$ cat config.mk
export PLATFORM = sky130hd
export DESIGN_NAME = metadata_egress_fifo
export DESIGN_NICKNAME = d
export VERILOG_FILES = /design/src/rtl/eth_parser_pkg.sv /design/src/rtl/meta_sync_fifo.sv /design/src/rtl/metadata_egress_fifo.sv
export SDC_FILE = /design/constraint.sdc
export NUM_CORES = 1
export LEC_CHECK = 0
export BUFFER_PORTS_ARGS = -buffer_cell sky130_fd_sc_hd__buf_2
export CAP_MARGIN = 20
export CORE_UTILIZATION = 60
export DETAILED_ROUTE_END_ITERATION = 8
export GPL_TIMING_DRIVEN = 0
export HOLD_SLACK_MARGIN = 0.03
export PLACE_DENSITY_LB_ADDON = 0.2
export RECOVER_POWER = 50
export SLEW_MARGIN = 20
export SYNTH_ARGS = -nofsm -noshare
export SYNTH_HDL_FRONTEND = slang
export SYNTH_SLANG_ARGS = --single-unit
export TNS_END_PERCENT = 50
$ cat constraint.sdc
create_clock -name clk -period 13.2 [get_ports clk]
set_input_delay 2.64 -clock clk [delete_from_list [all_inputs] [get_ports clk]]
set_output_delay 2.64 -clock clk [all_outputs]
set_load 0.03 [all_outputs]
$ cat src/rtl/eth_parser_pkg.sv
// Shared Ethernet parser types: the per-frame metadata word and egress FIFO defaults.
// Pure declarations; no latency or flow control of its own.
package eth_parser_pkg;

   typedef struct packed {
      logic [47:0] dest_mac;
      logic [47:0] src_mac;
      logic [11:0] vlan_id;
      logic        is_vlan;
      logic        is_ipv4;
      logic        is_ipv6;
      logic        is_arp;
      logic        is_unknown;
   } eth_metadata_t;

   localparam int META_W                  = $bits(eth_metadata_t);
   localparam int META_FIFO_DEPTH_DEFAULT = 4;
   localparam int META_CNT_W_DEFAULT      = 16;

   function automatic logic meta_is_unknown(input eth_metadata_t m);
      return m.is_unknown;
   endfunction

endpackage

$ cat src/rtl/meta_sync_fifo.sv
// Generic first-word-fall-through synchronous FIFO; a word pushed on one edge is readable the next cycle.
// No internal protection: the caller must only pop when non-empty and only push when not full or popping.
module meta_sync_fifo #(
   parameter int WIDTH = 8,
   parameter int DEPTH = 4,
   localparam int PW = $clog2(DEPTH),
   localparam int LW = $clog2(DEPTH + 1)
) (
   input  logic             clk,
   input  logic             rst,
   input  logic             push,
   input  logic [WIDTH-1:0] push_data,
   input  logic             pop,
   output logic [WIDTH-1:0] rd_data,
   output logic             full,
   output logic             empty,
   output logic [LW-1:0]    level
);

   logic [WIDTH-1:0] mem [DEPTH];
   logic [PW-1:0]    wr_ptr;
   logic [PW-1:0]    rd_ptr;

   // Storage is deliberately not reset; empty masks stale contents on the read port.
   always_ff @(posedge clk) begin
      if (push) begin
         mem[wr_ptr] <= push_data;
      end
   end

   always_ff @(posedge clk) begin
      if (rst) begin
         wr_ptr <= '0;
         rd_ptr <= '0;
         level  <= '0;
      end else begin
         if (push) begin
            wr_ptr <= wr_ptr + PW'(1);
         end
         if (pop) begin
            rd_ptr <= rd_ptr + PW'(1);
         end
         case ({push, pop})
            2'b10:   level <= level + LW'(1);
            2'b01:   level <= level - LW'(1);
            default: level <= level;
         endcase
      end
   end

   assign empty   = (level == '0);
   assign full    = (level == LW'(DEPTH));
   assign rd_data = empty ? '0 : mem[rd_ptr];

endmodule

$ cat src/rtl/metadata_egress_fifo.sv
// Egress buffer for metadata words: FWFT, one-cycle write-to-read latency; input has no backpressure, so
// words arriving while full (and not popped) are dropped and counted. Define METADATA_UNKNOWN_FILTER_EN to discard is_unknown words.
module metadata_egress_fifo
   import eth_parser_pkg::*;
#(
   parameter int DEPTH = META_FIFO_DEPTH_DEFAULT,
   parameter int CNT_W = META_CNT_W_DEFAULT
) (
   input  logic                     clk,
   input  logic                     rst,
   input  logic [META_W-1:0]        in_metadata,
   input  logic                     in_valid,
   output logic [META_W-1:0]        out_metadata,
   output logic                     out_valid,
   input  logic                     out_ready,
   output logic [$clog2(DEPTH+1)-1:0] fifo_level,
   output logic                     overflow,
   output logic [CNT_W-1:0]         drop_count,
   output logic [CNT_W-1:0]         accept_count
`ifdef METADATA_UNKNOWN_FILTER_EN
   ,
   output logic [CNT_W-1:0]         filter_count
`endif
);

   logic fifo_full;
   logic fifo_empty;
   logic pop;
   logic push;
   logic drop;
   logic filtered;

`ifdef METADATA_UNKNOWN_FILTER_EN
   assign filtered = in_valid && meta_is_unknown(eth_metadata_t'(in_metadata));
`else
   assign filtered = 1'b0;
`endif

   assign out_valid = !fifo_empty;
   assign pop       = out_valid && out_ready;
   // A pop in the same cycle frees a slot, so a full FIFO still accepts the incoming word.
   assign push      = in_valid && !filtered && (!fifo_full || pop);
   assign drop      = in_valid && !filtered && fifo_full && !pop;

   meta_sync_fifo #(
      .WIDTH (META_W),
      .DEPTH (DEPTH)
   ) u_fifo (
      .clk       (clk),
      .rst       (rst),
      .push      (push),
      .push_data (in_metadata),
      .pop       (pop),
      .rd_data   (out_metadata),
      .full      (fifo_full),
      .empty     (fifo_empty),
      .level     (fifo_level)
   );

   always_ff @(posedge clk) begin
      if (rst) begin
         overflow     <= 1'b0;
         drop_count   <= '0;
         accept_count <= '0;
      end else begin
         overflow <= drop;
         if (drop && (drop_count != '1)) begin
            drop_count <= drop_count + CNT_W'(1);
         end
         if (push && (accept_count != '1)) begin
            accept_count <= accept_count + CNT_W'(1);
         end
      end
   end

`ifdef METADATA_UNKNOWN_FILTER_EN
   always_ff @(posedge clk) begin
      if (rst) begin
         filter_count <= '0;
      end else if (filtered && (filter_count != '1)) begin
         filter_count <= filter_count + CNT_W'(1);
      end
   end
`endif

endmodule
Yosys cells after proc, flatten, opt, wreduce, memory -nomap -nowiden
Memories as Yosys holds them, arrays and structs flattened. A register that Yosys moved wholly into a read port is not among the register bits.
Cells that the tools add are included.

word-level totals
  register bits after elaboration = 40
  memory bits (writable) = 452
  bits of input ports = 117
  output and inout port bits = 150
  memories = 1

cells by class
  add/sub/neg operators = 6
  equality and inequality tests = 5
  muxes and demuxes = 6
  reduce and logical (&&, ||, !) cells = 12

memory list
  memory      depth  width  rd ports  clocked after memory_dff  write ports  line                  text
  u_fifo.mem  4      113    1         1                         1            meta_sync_fifo.sv:20  logic [WIDTH-1:0] mem [DEPTH];

operators with widths
  kind                                               count
  two-way mux 113 bit                                1
  adder 16 x 1 -> 16 bit (second input constant)     2
  inequality test 16 bit (second input constant)     2
  logical AND 1 bit                                  6
  case mux 3 bit (2 select lines)                    1
  adder 2 x 1 -> 2 bit (second input constant)       2
  two-way mux 2 bit                                  2
  adder 3 x 1 -> 3 bit (second input constant)       1
  == test 3 bit (second input constant)              1
  logical NOT 1 bit                                  3
  logical NOT 3 bit                                  1
  subtractor 3 x 1 -> 3 bit (second input constant)  1
  == test 2 x 1 -> 1 bit (second input constant)     1
  == test 2 bit (second input constant)              1
  two-way mux 1 bit                                  2
  nonzero test 2 bit                                 1
  logical OR 1 bit                                   1

Logic depth before layout (Yosys ltp)
Gate-level depths: netlist (run 1).

  depth after elaboration = 7
  mapped depth = 9
  mapped depth without buffers = 7

Hierarchy
Synthesis (run 1) repeated with hierarchy kept, for this count alone.

second synthesis, totals
  cells, all modules = 955
  area total of the unflattened synthesis = 19200.9 sq um

by module, submodules not included
  module                times used  cells an instance  area an instance (sq um)  seq. area each (sq um)
  meta_sync_fifo        1           763                17494.3                   13753.2
  metadata_egress_fifo  1           192                1706.6                    660.6

Least setup slack after synthesis (run 1)
Ideal clock, no wire load.

  path type = input -> register
  start = in in_valid
  end = mem u_fifo.mem[0][0] (netlist bit) (enable)
  arrival time = 5.879 ns
  slack = 6.835 ns
  stages = 3
  path through = clkbuf_1 -> clkbuf_1 -> and3_1

between the ends
  word-level cells in the longest chain between the ends = 3

ends and longest elaborated chain
  item                                     line                        text
  from (decl)                              metadata_egress_fifo.sv:12  input logic in_valid,
  logical AND 1 bit                        metadata_egress_fifo.sv:42  assign push = in_valid && !filtered && (!fifo_full || pop);
  two-way mux 1 bit                        meta_sync_fifo.sv:26        if (push) begin
  two-way mux 1 bit (implied by the code)  meta_sync_fifo.sv:27        mem[wr_ptr] <= push_data;
  to (decl)                                meta_sync_fifo.sv:20

No other way between the ends.

==> results.txt, run 1 <==
* Initial antenna violation count: 2
- Power Density: 167 mW/mm^2
* Transition time at the pin with the least slew margin: 1.53 ns
- Clock edge transition at the registers on the reported setup and hold paths: 0.06 ns
- Outcome: finished with violations
* Fill cell count: 2035
- Gr usage total: 0.238
* First-pass iteration count of the detailed router: 4
- Registers take 0.0144 mm^2.
- Cell family with the largest share of critical-path delay: buffers and inverters
* WL met2: roughly 19000 um
* Headroom to the max-slew limit: -0.0179
* Worst-case clock skew: 0.0165 ns
* Final weighted congestion in routability-driven placement: 0.867
- The worst setup path is launched from a flip-flop.
- Clock latency on the worst-skew pair: ~0.55 ns
* Min-Delay Startpoint: u_fifo.wr_ptr[1]
- The via count of the first global-routing pass came to 10600.
* Total area of multi-input combinational cells: 0.00458 mm^2
- Post-detailed-placement cell area: about 0.021 mm^2
* Net Count, Synth: 1111
- The cell area that synthesis handed to floorplanning was slightly below 0.02 mm^2.
- Routed via count: 10300
- The biggest area contributor in the post-synthesis netlist is sky130_fd_sc_hd__edfxtp_1.
* CTS tree: yes
- Core Footprint: 0.0316 mm^2
* Hold-critical path depth: 2
- Total non-filler cell area in the finished layout: roughly 0.023 mm^2
- The tool flagged a number of max-cap violations equal to 1.
- TritonCTS created 50 clock buffers.
- Wire length per cell: 22.0 um
- Buffer type at the clock tree root: sky130_fd_sc_hd__clkbuf_16
- Yosys mapped the design onto 50 distinct sky130hd cell types.
- Number of remaining DRC errors: 0
- Wl on met1: roughly 16000 um
* Most used cell, CP: sky130_fd_sc_hd__buf_2
- Mean post-synth cell area: 19.5 um^2
- The number of pins with negative max-slew slack in the final report came to 27.
- At the worst endpoint, the required time is 10.56 ns.
* Class of the most critical setup path: flip-flop to output pin
* Part of the Yosys area used for sequential elements: 0.748
* Number of clock sinks seen by CTS: 494
- Area added between synthesis and finish: 17.1%
- Total Negative Setup Slacks: 0 ns
- Largest buffer count on any clock path: 3
- For this design, the slowest cell found on the critical path is sky130_fd_sc_hd__buf_1.
- Largest net degree at the start of global routing: 48
* Row count: 65
- Sequence of cells on the critical path: clkbuf_1, buf_1, buf_2, mux4_2, and2_1, buf_2
- For hold timing, the worst endpoint is u_fifo.wr_ptr[1].
- The tightest min-delay check is of the flip-flop to flip-flop type.
- Yosys attributes the largest share of cell area to sky130_fd_sc_hd__edfxtp_1, sky130_fd_sc_hd__mux4_2, sky130_fd_sc_hd__dfxtp_1.
- Failing checks: max-capacitance violations, max-slew violations
- Number of flip-flops and latches in the synthesized netlist: 494
* Total of cells resized after clock tree synthesis: 0
- Along the worst path, the maximum fanout reaches 10.
- The number of buffers and inverters on the critical path is 4.
- Global-route wire length before repair: 59200 um
- FF-to-FF path depth: 5
- The first routing iteration left 785 violations.
* Vert. Die Dim: 181 um
- Setup repair after global routing left no endpoint under its margin.
- Worst r2r dst: u_fifo.mem[3][71]
* R2R setup slack: roughly 9.9 ns
- In the routed layout, each cell is associated on average with a via count of 5.85.
- Based on the critical path, the design can be clocked at up to around 170 MHz.
* Floorplan die area: 0.0328 mm^2
- Of the cells placed in the final design, the portion with a size suffix greater than 1 is 0.235.
- Startpoint of the worst register-to-register path: u_fifo.level[0]
* Routed wire length: a little under 40000 um
* Die Span X: 181 um
- Global routing finished with a remaining overflow of 0.
* Starting density of the core: 0.610
- For this run, asynchronously set or reset flops after synthesis account for 0.
- For this design the top-level I/O count stands at around 270.
* Period utilisation layout: 0.439
- Yosys printed 0 warnings.
- Port buffering added 266 buffers.
- Total Nets Final: about 1400
* Number of levels the H-tree was split into: 2
- Top FF cell, synth: sky130_fd_sc_hd__edfxtp_1
* Max IR drop VDD: 0.145 mV
- The wire-length estimate of the detail-placed layout is between 20000 and 25000 um.
* Gate count of the mapped netlist: about 990
- Top sig layer: met4
- In this run the remaining antenna-violating nets after routing total 0.
- Final count of hold timing violations: 0
- The number of setup buffers added after CTS is 0.
* Leak: 7.43 nW
- # setup viols final: 0
* Quantity of hold-fixing buffers added after cts: 0
- Count of flip-flops with a built-in enable after synthesis: 452
* Data arrival time of the worst path: 3.16 ns
- Critical Path End Type: output pin
* Post-route minimum period: a little under 6 ns
- For this run, the slowest stage of the critical path takes approximately 0.6 ns.
- The share of synthesized area in the top cell type comes to 0.705.
* Met3 wire len: 3010 um
[power breakdown]
part / switching (mW) / internal [mW]
Combinational: 0.441 / 0.252
Clock: 0.549 / 0.709
Sequential: 0.0207 / 1.80
Total: 1.01 / 2.76
[metrics by stage]
step | setup slack (ns) | cells | hold slack (ns) | power (mW) | util
after floorplan | 6.84 | 987 | 0.469 | 2.33 | -
after global placement | 4.45 | 1655 | 0.493 | 2.55 | 0.669
after detailed placement | 7.88 | 1664 | 0.511 | 2.55 | 0.676
after CTS | 7.26 | 1757 | 0.519 | 3.81 | 0.722
after global routing | 7.17 | 1757 | 0.542 | 3.90 | 0.715
final | 7.40 | 1759 | 0.519 | 3.77 | 0.715
[worst max-delay path by stage]
stage / cells after the start / to
global placement: 4 / u_fifo.mem[0][77]
finish: 6 / out_metadata[75]
CTS: 6 / out_metadata[75]
detailed placement: 6 / out_metadata[82]
floorplan: 3 / u_fifo.mem[0][0]
global route: 6 / out_metadata[79]
[cell usage in the layout (no fill, tap or decap), drive strengths merged, types with 2 or more instances in the layout]
master    n
nor3      6
xor2      4
a21oi    22
nand4     9
edfxtp  452
and3     10
a41oi     2
o21ai    11
nor3b     3
o211ai    2
mux4    113
ha        6
o31ai     9
mux2      3
nor2b     3
or4      12
clkinv   21
a31oi     2
or3      10
and2    115
nor4     11
dfxtp    42
a211oi    4
nand3    20
and4      2
diode     2
o31a      3
nand2    18
buf     146
o21a      4
nor2     16
inv       9
clkbuf  252
[worst register-to-register path, stage by stage, from the launching register on]
cell                       delay (ns)
sky130_fd_sc_hd__dfxtp_1         0.48
sky130_fd_sc_hd__or4b_1          0.25
sky130_fd_sc_hd__clkbuf_1        0.38
sky130_fd_sc_hd__and3_1          1.25
sky130_fd_sc_hd__buf_12          0.31
sky130_fd_sc_hd__buf_12          0.27
[flip-flops by register name, summed over array words and instances (netlist names), named ones only]
signal,count
u_fifo.rd_ptr,2
u_fifo.level,3
u_fifo.wr_ptr,2
overflow,1
accept_count,16
u_fifo.mem,452
drop_count,16
[area by class of cell]
type                    count  area share
repair buffers            275      0.0599
flip-flops and latches    494       0.639
clock inverters            23     0.00571
diodes                      2    0.000222
multi-input cells         433       0.203
plain buffers              53     0.00948
clock buffers              70      0.0594
inverters                   7     0.00116
well taps                 402      0.0223
[per-layer routing]
layer	vias to the layer above	track usage
met5	-	0
met2	345	0.395
met3	48	0.0635
met1	5234	0.317
met4	0	0.0597
li1	4664	-
[cells in the mapped netlist, types with 6 or more instances]
library cell                 n
sky130_fd_sc_hd__clkbuf_1   28
sky130_fd_sc_hd__inv_1       7
sky130_fd_sc_hd__mux4_2    113
sky130_fd_sc_hd__nand3_1    20
sky130_fd_sc_hd__ha_1        6
sky130_fd_sc_hd__or3_1      10
sky130_fd_sc_hd__nand2_1    18
sky130_fd_sc_hd__buf_2      14
sky130_fd_sc_hd__o31ai_1     9
sky130_fd_sc_hd__or4_1      11
sky130_fd_sc_hd__a21oi_1    22
sky130_fd_sc_hd__edfxtp_1  452
sky130_fd_sc_hd__nor4_1      9
sky130_fd_sc_hd__nor2_1     16
sky130_fd_sc_hd__buf_1      10
sky130_fd_sc_hd__o21ai_0    11
sky130_fd_sc_hd__nand4_1     9
sky130_fd_sc_hd__and2_1    115
sky130_fd_sc_hd__and3_1     10
sky130_fd_sc_hd__dfxtp_1    42
[kinds of logic (layout without fill, tap and decap cells)]
group,after synthesis,in the layout,synth area share
fa+ha+maj,7,7,0.00494
other cells,0,2,0
mux,117,117,0.134
buf+inv,60,428,0.0130
xor+xnor,5,5,0.00227
flops,494,494,0.748
simple gates,240,240,0.0758
compound gates,64,64,0.0213
No activity file was read; power rests on OpenSTA's default activity.
==> inputs of run 2 (changes only) <==
--- a/config.mk
+++ b/config.mk
@@ -5,9 +5,10 @@
 export SDC_FILE = /design/constraint.sdc
 export NUM_CORES = 1
 export LEC_CHECK = 0
+export ABC_AREA = 1
 export BUFFER_PORTS_ARGS = -buffer_cell sky130_fd_sc_hd__buf_2
 export CAP_MARGIN = 20
-export CORE_UTILIZATION = 60
+export CORE_UTILIZATION = 52
 export DETAILED_ROUTE_END_ITERATION = 8
 export GPL_TIMING_DRIVEN = 0
 export HOLD_SLACK_MARGIN = 0.03
==> constraint.sdc (replaced) <==
create_clock -name clk -period 4.64 [get_ports clk]
set_input_delay 0.928 -clock clk [delete_from_list [all_inputs] [get_ports clk]]
set_output_delay 0.928 -clock clk [all_outputs]
set_load 0.03 [all_outputs]
==> run 2 against run 1 <==
The run now ends clean. Final cell count increased by 48%. Critical path depth unchanged. Die area increased by 19%. Critical path type unchanged. Global-route usage increased by 1.2 points. Register-to-register slack got worse by 9.1 ns. Hold slack got worse by 0.051 ns. Setup slack got worse by 6.8 ns. Power increased to 3.0 times the previous value. Final area increased by 4.4%. Utilization decreased by 8.8 points.
==> results.txt, run 2 <==
* Cell type contributing the most total cell area after synthesis: sky130_fd_sc_hd__edfxtp_1
- Global routing usage on met1: 0.328
- Post-route minimum period: 3.99 ns
- Count of flip-flops with a built-in enable after synthesis: 452
- The die is 197 um tall.
- At the worst endpoint, the required time is 3.71 ns.
- Gate count of the mapped netlist: 1704
- Initial antenna violation count: 12
- Maximum fanout count along the critical path: 10
* Largest buffer count on any clock path: 3
* Floorplan die area: 0.0390 mm^2
- Setup violations remaining at the end of the flow were counted as 0.
- Routed wire length: 49100 um
- Across every metal layer, demand over resource in global routing totals 0.250.
- The worst setup path is launched from a flip-flop.
- Clock latency on the worst-skew pair: 0.59 ns
- Setup repair after global routing missed its margin: false
- The via count of the first global-routing pass came to about 13000.
- CTS tree: yes
- Flip-flop count of the largest register, all copies and words added: 452
* Power dissipated by switching net loads: 3.62 mW
- Starting density of the core: 0.528
* Leftover overflow at the end of global routing: 0
* TritonCTS buffer count: 50
- Die Span X: 197 um
- Wire length per cell: 18.9 um
* Largest net degree at the start of global routing: 25
- Post-CTS Repair Setup Buffers: 0
- Part of the Yosys area used for sequential elements: 0.726
* Area added between synthesis and finish: 18.7%
- Class of the most critical setup path: flip-flop to output pin
- Number of flip-flops and latches in the synthesized netlist: 494
- The share of synthesized area in the top cell type comes to 0.684.
- GRT busiest layer: met2
- In this run the tightest slew margin relative to its limit is 0.0193.
- Mean post-synth cell area: 11.6 um^2
* Max IR drop VDD: 0.443 mV
- Share of power burned in registers: 0.453
* Post-DP HPWL: approximately 31000 um
* Fin. max-slew vios: 0
- After clock tree synthesis, the flow added hold-fix buffers numbering 0.
- Top Registers: u_fifo.mem: 452 flops, accept_count: 16 flops, drop_count: 16 flops
- In the global route stage, met3 resource usage came out at 0.0565.
- Of the total power, the share spent switching nets is 0.318.
- Ranking of synthesized cells by area: sky130_fd_sc_hd__edfxtp_1, sky130_fd_sc_hd__nor2_1, sky130_fd_sc_hd__o21ai_0
- By count the netlist is led by sky130_fd_sc_hd__nor2_1, sky130_fd_sc_hd__edfxtp_1, sky130_fd_sc_hd__o21ai_0.
- The first global-routing pass estimated 73500 um of wire.
* Power share of the combinational group: 0.227
- Outcome: finished clean
* Final count of hold timing violations: 0
- Leading cell type in the layout, fill and taps excluded: sky130_fd_sc_hd__nor2_1
* Critical Path End Type: output pin
* Period utilisation layout: 0.861
- Worst hold path class: flip-flop to flip-flop
- Number of warnings reported in the yosys synthesis log: 0
- Among all flip-flop cells after synthesis, the most frequent one is sky130_fd_sc_hd__edfxtp_1.
* Top-level I/O count: between 200 and 300
- In the routed layout, each cell is associated on average with a via count of 5.29.
- In this run the static leakage power is between 8 and 9 nW.
- On the final layout, the worst hold slack is ~0.47 ns.
- Data on the critical path arrives at its endpoint at 3.07 ns.
- For this run, global-route usage on met2 was measured as 0.413.
- The congestion estimate from routability-driven global placement came to 0.891.
* Cell with the largest stage delay on the worst path: sky130_fd_sc_hd__clkbuf_1
- For the final routed database, the setup TNS stands at 0 ns.
* Core Footprint: 0.0376 mm^2
* Clock edge transition at the registers on the reported setup and hold paths: 0.06 ns
- Register with the most flip-flops: u_fifo.mem
- Power Density: between 400 and 500 mW/mm^2
* Number of I/O port buffers: about 270
* Commonest non-fill, non-tap cells in the layout: sky130_fd_sc_hd__nor2_1, sky130_fd_sc_hd__edfxtp_1, sky130_fd_sc_hd__o21ai_0
* Transition time at the pin with the least slew margin: between 1 and 1.5 ns
- The tree built by TritonCTS fans out to 494 sinks.
* Count leader, synth: sky130_fd_sc_hd__nor2_1
- Routed Antenna Nets: 0
* Number of levels the H-tree was split into: 2
* Routed via count: 13700
* Maxcap violations: 0
- Worst-case clock skew: 0.0227 ns
- Number of remaining DRC errors: 0
- Among the stages of the critical path, the cell type that occurs most often is sky130_fd_sc_hd__clkbuf_1.
- Min-Delay Startpoint: u_fifo.rd_ptr[1]
- Net Count, Synth: 1828
- Cell internal power was estimated by the tool at 7.77 mW.
- The mapped netlist covers 0.0198 mm^2.
* Number of unique standard cell types used by synthesis: 30
- Row count: 71
- After clock tree synthesis, the repair step resized 0 gates.
* Max Clk Rate: 250 MHz
- In the final design database the tool counted 2167 nets.
- Sequence of cells on the critical path: inv_2, clkbuf_1, clkbuf_1, o21ai_0, a21oi_1, buf_2
- The worst register-to-register path begins at u_fifo.level[1].
- For this block, the initial DRC count from the detailed router was 950.
- Before antenna repair, the detailed router went through 6 iterations.
- Buffer type at the clock tree root: sky130_fd_sc_hd__clkbuf_16
- After synthesis, the share of flip-flops with an asynchronous set or reset is 0.
- Share of power burned in the clock network: 0.321
- Fraction of layout cells with a size suffix above 1: 0.150
- Delay of the slowest cell on the worst path: roughly 0.72 ns
[run 2: worst max-delay path, delay by kind of cell (launching register included)]
family                 cells  cell delay, ns
AO/OA/AOI/OAI              2            0.46
flip-flops                 1            0.31
buffers and inverters      4            1.72
[run 2: final cells by class]
type                       instances  area (um^2)
antenna                            8         20.0
buffer                            95          439
clock buffer                      61         1290
clock inverter                    26          160
fill                            2994        14000
inverter                          39          148
multi-input combinational       1076         4830
sequential                       494        14400
tap                              511          639
timing repair buffer             287         1610
[run 2: power by group through the flow]
stage	clock network [mW]	logic, mW	registers (mW)
floorplan	0	1.63	5.28
global placement	0	2.52	5.28
detailed placement	0	2.64	5.25
CTS	3.71	2.65	5.15
global route	3.88	2.80	5.17
finish	3.65	2.58	5.16
[run 2: final timing paths]
path                           end  slack [ns]  depth (start not counted)
setup / recovery  out_metadata[49]        0.65                          6
hold / removal    u_fifo.rd_ptr[1]        0.47                          2
setup reg to reg  u_fifo.mem[0][2]        0.83                          8
hold reg to reg   u_fifo.rd_ptr[1]        0.47                          2
[run 2: cell families (layout without fill, tap and decap cells)]
family,count (synthesis),in the layout,synth area share
xor gates and xnor gates,13,13,0.00574
AOI/OAI and AO/OA,392,392,0.103
other,0,8,0
and+or+nand+nor,664,664,0.131
buffers and inverters,134,508,0.0298
DFF,494,494,0.726
adders and majority gates,7,7,0.00479
[run 2: layer usage]
layer	routed length [um]	share of wire
met1	20400	0.42
met2	23900	0.49
met3	3710	0.076
met4	961	0.020
met5	86	0.0018
[run 2: per-stage QoR]
stage	utilization	cell area (um^2)	setup slack, ns	power [mW]	std cells
global route	0.626	23500	0.462	11.8	2592
CTS	0.634	23800	0.590	11.5	2589
finish	0.627	23600	0.646	11.4	2597
global placement	0.581	21800	-2.60	7.81	2480
detailed placement	0.595	22400	1.16	7.88	2502
floorplan	-	19900	-0.0647	6.91	1704
==> inputs of run 3 (changes only) <==
--- a/config.mk
+++ b/config.mk
@@ -17,5 +17,6 @@
 export SLEW_MARGIN = 20
 export SYNTH_ARGS = -nofsm -noshare
 export SYNTH_HDL_FRONTEND = slang
+export SYNTH_HIERARCHICAL = 1
 export SYNTH_SLANG_ARGS = --single-unit
 export TNS_END_PERCENT = 50
==> run 3 against run 2 <==
Clock power rose by 6.8%. Non-clock buffer count fell by 21. Largest power group unchanged. Largest cell class unchanged. Power rose by 19%. Critical endpoint is now u_fifo/level[2].
==> results.txt, run 3 <==
- The final layout contains routed wiring with a total length of 48900 um.
- Non-filler instance count after layout: between 2000 and 3000
- In the final layout, the share of cells above drive strength 1 is 0.125.
- The detailed router put a total of 20300 um of wire on met1.
* # setup viols final: 0
* Core Footprint: 0.0378 mm^2
- Across the run, the number of max-cap violations was 0.
- In this run the deepest clock path goes through 3 buffers.
- Buffer type at the clock tree root: sky130_fd_sc_hd__clkbuf_16
- Number of remaining DRC errors: 0
* Worst hold path class: flip-flop to flip-flop
* Fin. max-slew vios: 0
* Top sig layer: met5
- Gate count of the mapped netlist: 1809
* Top FF cell, synth: sky130_fd_sc_hd__edfxtp_1
* R2R setup slack: 0.81 ns
- In the final routed layout, each cell accounts on average for 18.2 um.
- After filler insertion, the fill cell instance count of the layout stands at 3102.
* Critical Path End Type: flip-flop
- Vert. Die Dim: around 200 um
- Period utilisation layout: 0.826
* Ranking of synthesized cells by area: sky130_fd_sc_hd__edfxtp_1, sky130_fd_sc_hd__nand2_1, sky130_fd_sc_hd__nor2_1
- During synthesis, Yosys emitted a total of 6 warnings.
- Largest net degree at the start of global routing: 70
- In this run, placement finished with an instance count of 2590.
* Mean post-synth cell area: 11.1 um^2
* Clock edge transition at the registers on the reported setup and hold paths: 0.06 ns
* Leak: 9.01 nW
- Clock latency on the worst-skew pair: about 0.58 ns
- Before antenna repair, the detailed router went through 5 iterations.
* Outcome: finished clean
- Part of the Yosys area used for sequential elements: 0.717
* Initial antenna violation count: 4
- For the pin with the worst max-slew slack, the measured transition is roughly 0.86 ns.
* Number of flip-flops and latches in the synthesized netlist: 494
- Via-to-Cell Ratio: 5.23
- Class of the most critical setup path: flip-flop to flip-flop
* Leading cell type in the layout, fill and taps excluded: sky130_fd_sc_hd__nand2_1
- TritonCTS buffer count: 51
- Required arrival time at the worst endpoint: ~5 ns
* Number of global-route vias before repair: 13300
* Headroom to the max-slew limit: 0.422
- Flip-flop count of the largest register, all copies and words added: 452
* Leftover overflow at the end of global routing: 0
* Routed via count: roughly 14000
* Sum of internal, switching and leakage power: 13.5 mW
- Measured on the finished design, the core utilization comes to 0.624.
- VDD sags by at most about 0.42 mV.
- Measured along the x axis, the die boundary spans 199 um.
* Global-route wire length before repair: between 70000 and 80000 um
- Counting distinct cell types in the post-synthesis netlist gives 30.
* Fraction of post-synthesis cell area in the top cell type by area: 0.675
- The number of nets handed over by synthesis was 1934.
* Total area of multi-input combinational cells: between 0.005 and 0.006 mm^2
- Count of flip-flops with a built-in enable after synthesis: roughly 450
- Of the total synthesized cell area, the portion taken by full adders, half adders and majority gates is 0.00535.
- In this run the post-CTS setup repair buffer count came out at 0.
- Power Density: 573 mW/mm^2
* Register with the most flip-flops: u_fifo/mem
- Of all nets on the critical path, the largest fanout is 10.
- Number of I/O port buffers: 266
- Of the post-synthesis cell area, the part taken by muxes is 0.
- In the final design database the tool counted about 2300 nets.
* Top cells by instance count after synthesis: sky130_fd_sc_hd__nand2_1, sky130_fd_sc_hd__edfxtp_1, sky130_fd_sc_hd__nor2_1
- Between clock sinks in the finished design, the worst skew comes to 0.0145 ns.
- Summed over all nets, the half-perimeter wirelength after detailed placement is roughly 30000 um.
- Total of cells resized after clock tree synthesis: 0
* Cell type contributing the most total cell area after synthesis: sky130_fd_sc_hd__edfxtp_1
* Row count: 71
- Quantity of hold-fixing buffers added after cts: 0
* Post-Synth XOR/XNOR Area: 0.000436
* Count leader, synth: sky130_fd_sc_hd__nand2_1
- Commonest non-fill, non-tap cells in the layout: sky130_fd_sc_hd__nand2_1, sky130_fd_sc_hd__edfxtp_1, sky130_fd_sc_hd__nor2_1
* Fraction of the mapped netlist area in compound gates: 0.0675
* Share of synthesized cell area in and, or, nand and nor gates: 0.177
- Relative to the synthesized area, the layout overhead comes to 17.4%.
- The initial utilization of the core area, before any placement, comes to 0.531.
- Data arrival time of the worst path: 4.31 ns
- In this run, the number of DRC markers left after iteration 0 of detailed routing was 987.
- Share of synthesized registers carrying an async set or reset: 0
- The count of nets left with antenna violations once routing finished came out at 0.
- Sequential Area: 0.0144 mm^2
* Final count of hold timing violations: 0
- Final weighted congestion in routability-driven placement: about 0.84
* Floorplan die area: 0.0395 mm^2
* WL met2: 23300 um
- Summed over all nets, wire length on met3 after detailed routing comes to 3870 um.
- The cell area that synthesis handed to floorplanning was 0.0201 mm^2.
- Setup repair after global routing left no endpoint under its margin.
- By area, the combinational part of the netlist is dominated by simple AND/OR/NAND/NOR gates.
- Post-route minimum period: 3.83 ns
- Max Clk Rate: 261 MHz
* Number of clock sinks seen by CTS: 494
- TritonCTS built the clock tree.
* Number of levels the H-tree was split into: 2
- Across every metal layer, demand over resource in global routing totals 0.248.
- The largest registers in the layout are u_fifo/mem: 452 flops, accept_count: 16 flops, drop_count: 16 flops.
* Crit start category: flip-flop
* Top-level I/O count: 267
## run 3: final timing paths
kind                            cells past startpoint                to        startpoint
worst max-delay path                               17   u_fifo/level[2]   u_fifo/level[2]
worst min-delay path                                1  u_fifo/rd_ptr[1]  u_fifo/rd_ptr[1]
worst min register to register                      1  u_fifo/rd_ptr[1]  u_fifo/rd_ptr[1]
worst max register to register                     17   u_fifo/level[2]   u_fifo/level[2]
## run 3: area by class of cell
| type | count | share of cell area |
|---|---|---|
| well taps | 511 | 0.0271 |
| clock inverters | 25 | 0.0109 |
| plain buffers | 91 | 0.0223 |
| flip-flops and latches | 494 | 0.611 |
| diodes | 2 | 0.000212 |
| inverters | 37 | 0.00716 |
| clock buffers | 64 | 0.0561 |
| multi-input cells | 1187 | 0.212 |
| repair buffers | 270 | 0.0532 |
## run 3: stage by stage
| stage | hold slack [ns] | setup slack (ns) | TNS, ns | cell area [um^2] |
|---|---|---|---|---|
| 2_1_floorplan | 0.412 | 0.222 | 0 | 20100 |
| 3_3_place_gp | 0.423 | -1.77 | -766.41 | 22100 |
| 3_5_place_dp | 0.434 | 0.880 | 0 | 22200 |
| 4_1_cts | 0.442 | 0.854 | 0 | 23800 |
| 5_1_grt | 0.466 | 0.435 | 0 | 23600 |
| 6_report | 0.442 | 0.807 | 0 | 23600 |
## run 3: kinds of logic after synthesis
group           after synthesis
xor+xnor                      1
fa+ha+maj                     8
simple gates                910
compound gates              268
flops                       494
buf+inv                     128
## run 3: critical path: stages, from the launching register on
cell,delay (ns)
sky130_fd_sc_hd__dfxtp_1,0.34
sky130_fd_sc_hd__nor3_2,0.72
sky130_fd_sc_hd__clkbuf_1,0.58
sky130_fd_sc_hd__inv_1,0.19
sky130_fd_sc_hd__nand2_1,0.15
sky130_fd_sc_hd__nand2_1,0.11
sky130_fd_sc_hd__nand2_1,0.27
sky130_fd_sc_hd__inv_1,0.21
sky130_fd_sc_hd__inv_1,0.18
sky130_fd_sc_hd__ha_1,0.19
sky130_fd_sc_hd__inv_1,0.07
sky130_fd_sc_hd__fa_1,0.39
sky130_fd_sc_hd__inv_1,0.07
sky130_fd_sc_hd__nand2_1,0.06
sky130_fd_sc_hd__nand3_1,0.07
sky130_fd_sc_hd__nand2_1,0.05
sky130_fd_sc_hd__inv_1,0.05
sky130_fd_sc_hd__nor2_1,0.04
## run 3: metal layers
metal  GRT usage  up-vias
met2       0.399      518
met5           0        -
li1            -     6805
met1       0.335     6624
met3      0.0480       76
met4      0.0943        4
## run 3: power breakdown
part / total [mW] / switching, mW / internal [mW] / leakage, nW
Combinational: 4.30 / 3.24 / 1.06 / 3.75
Sequential: 5.32 / 0.0870 / 5.24 / 4.49
Clock: 3.90 / 1.61 / 2.29 / 0.769
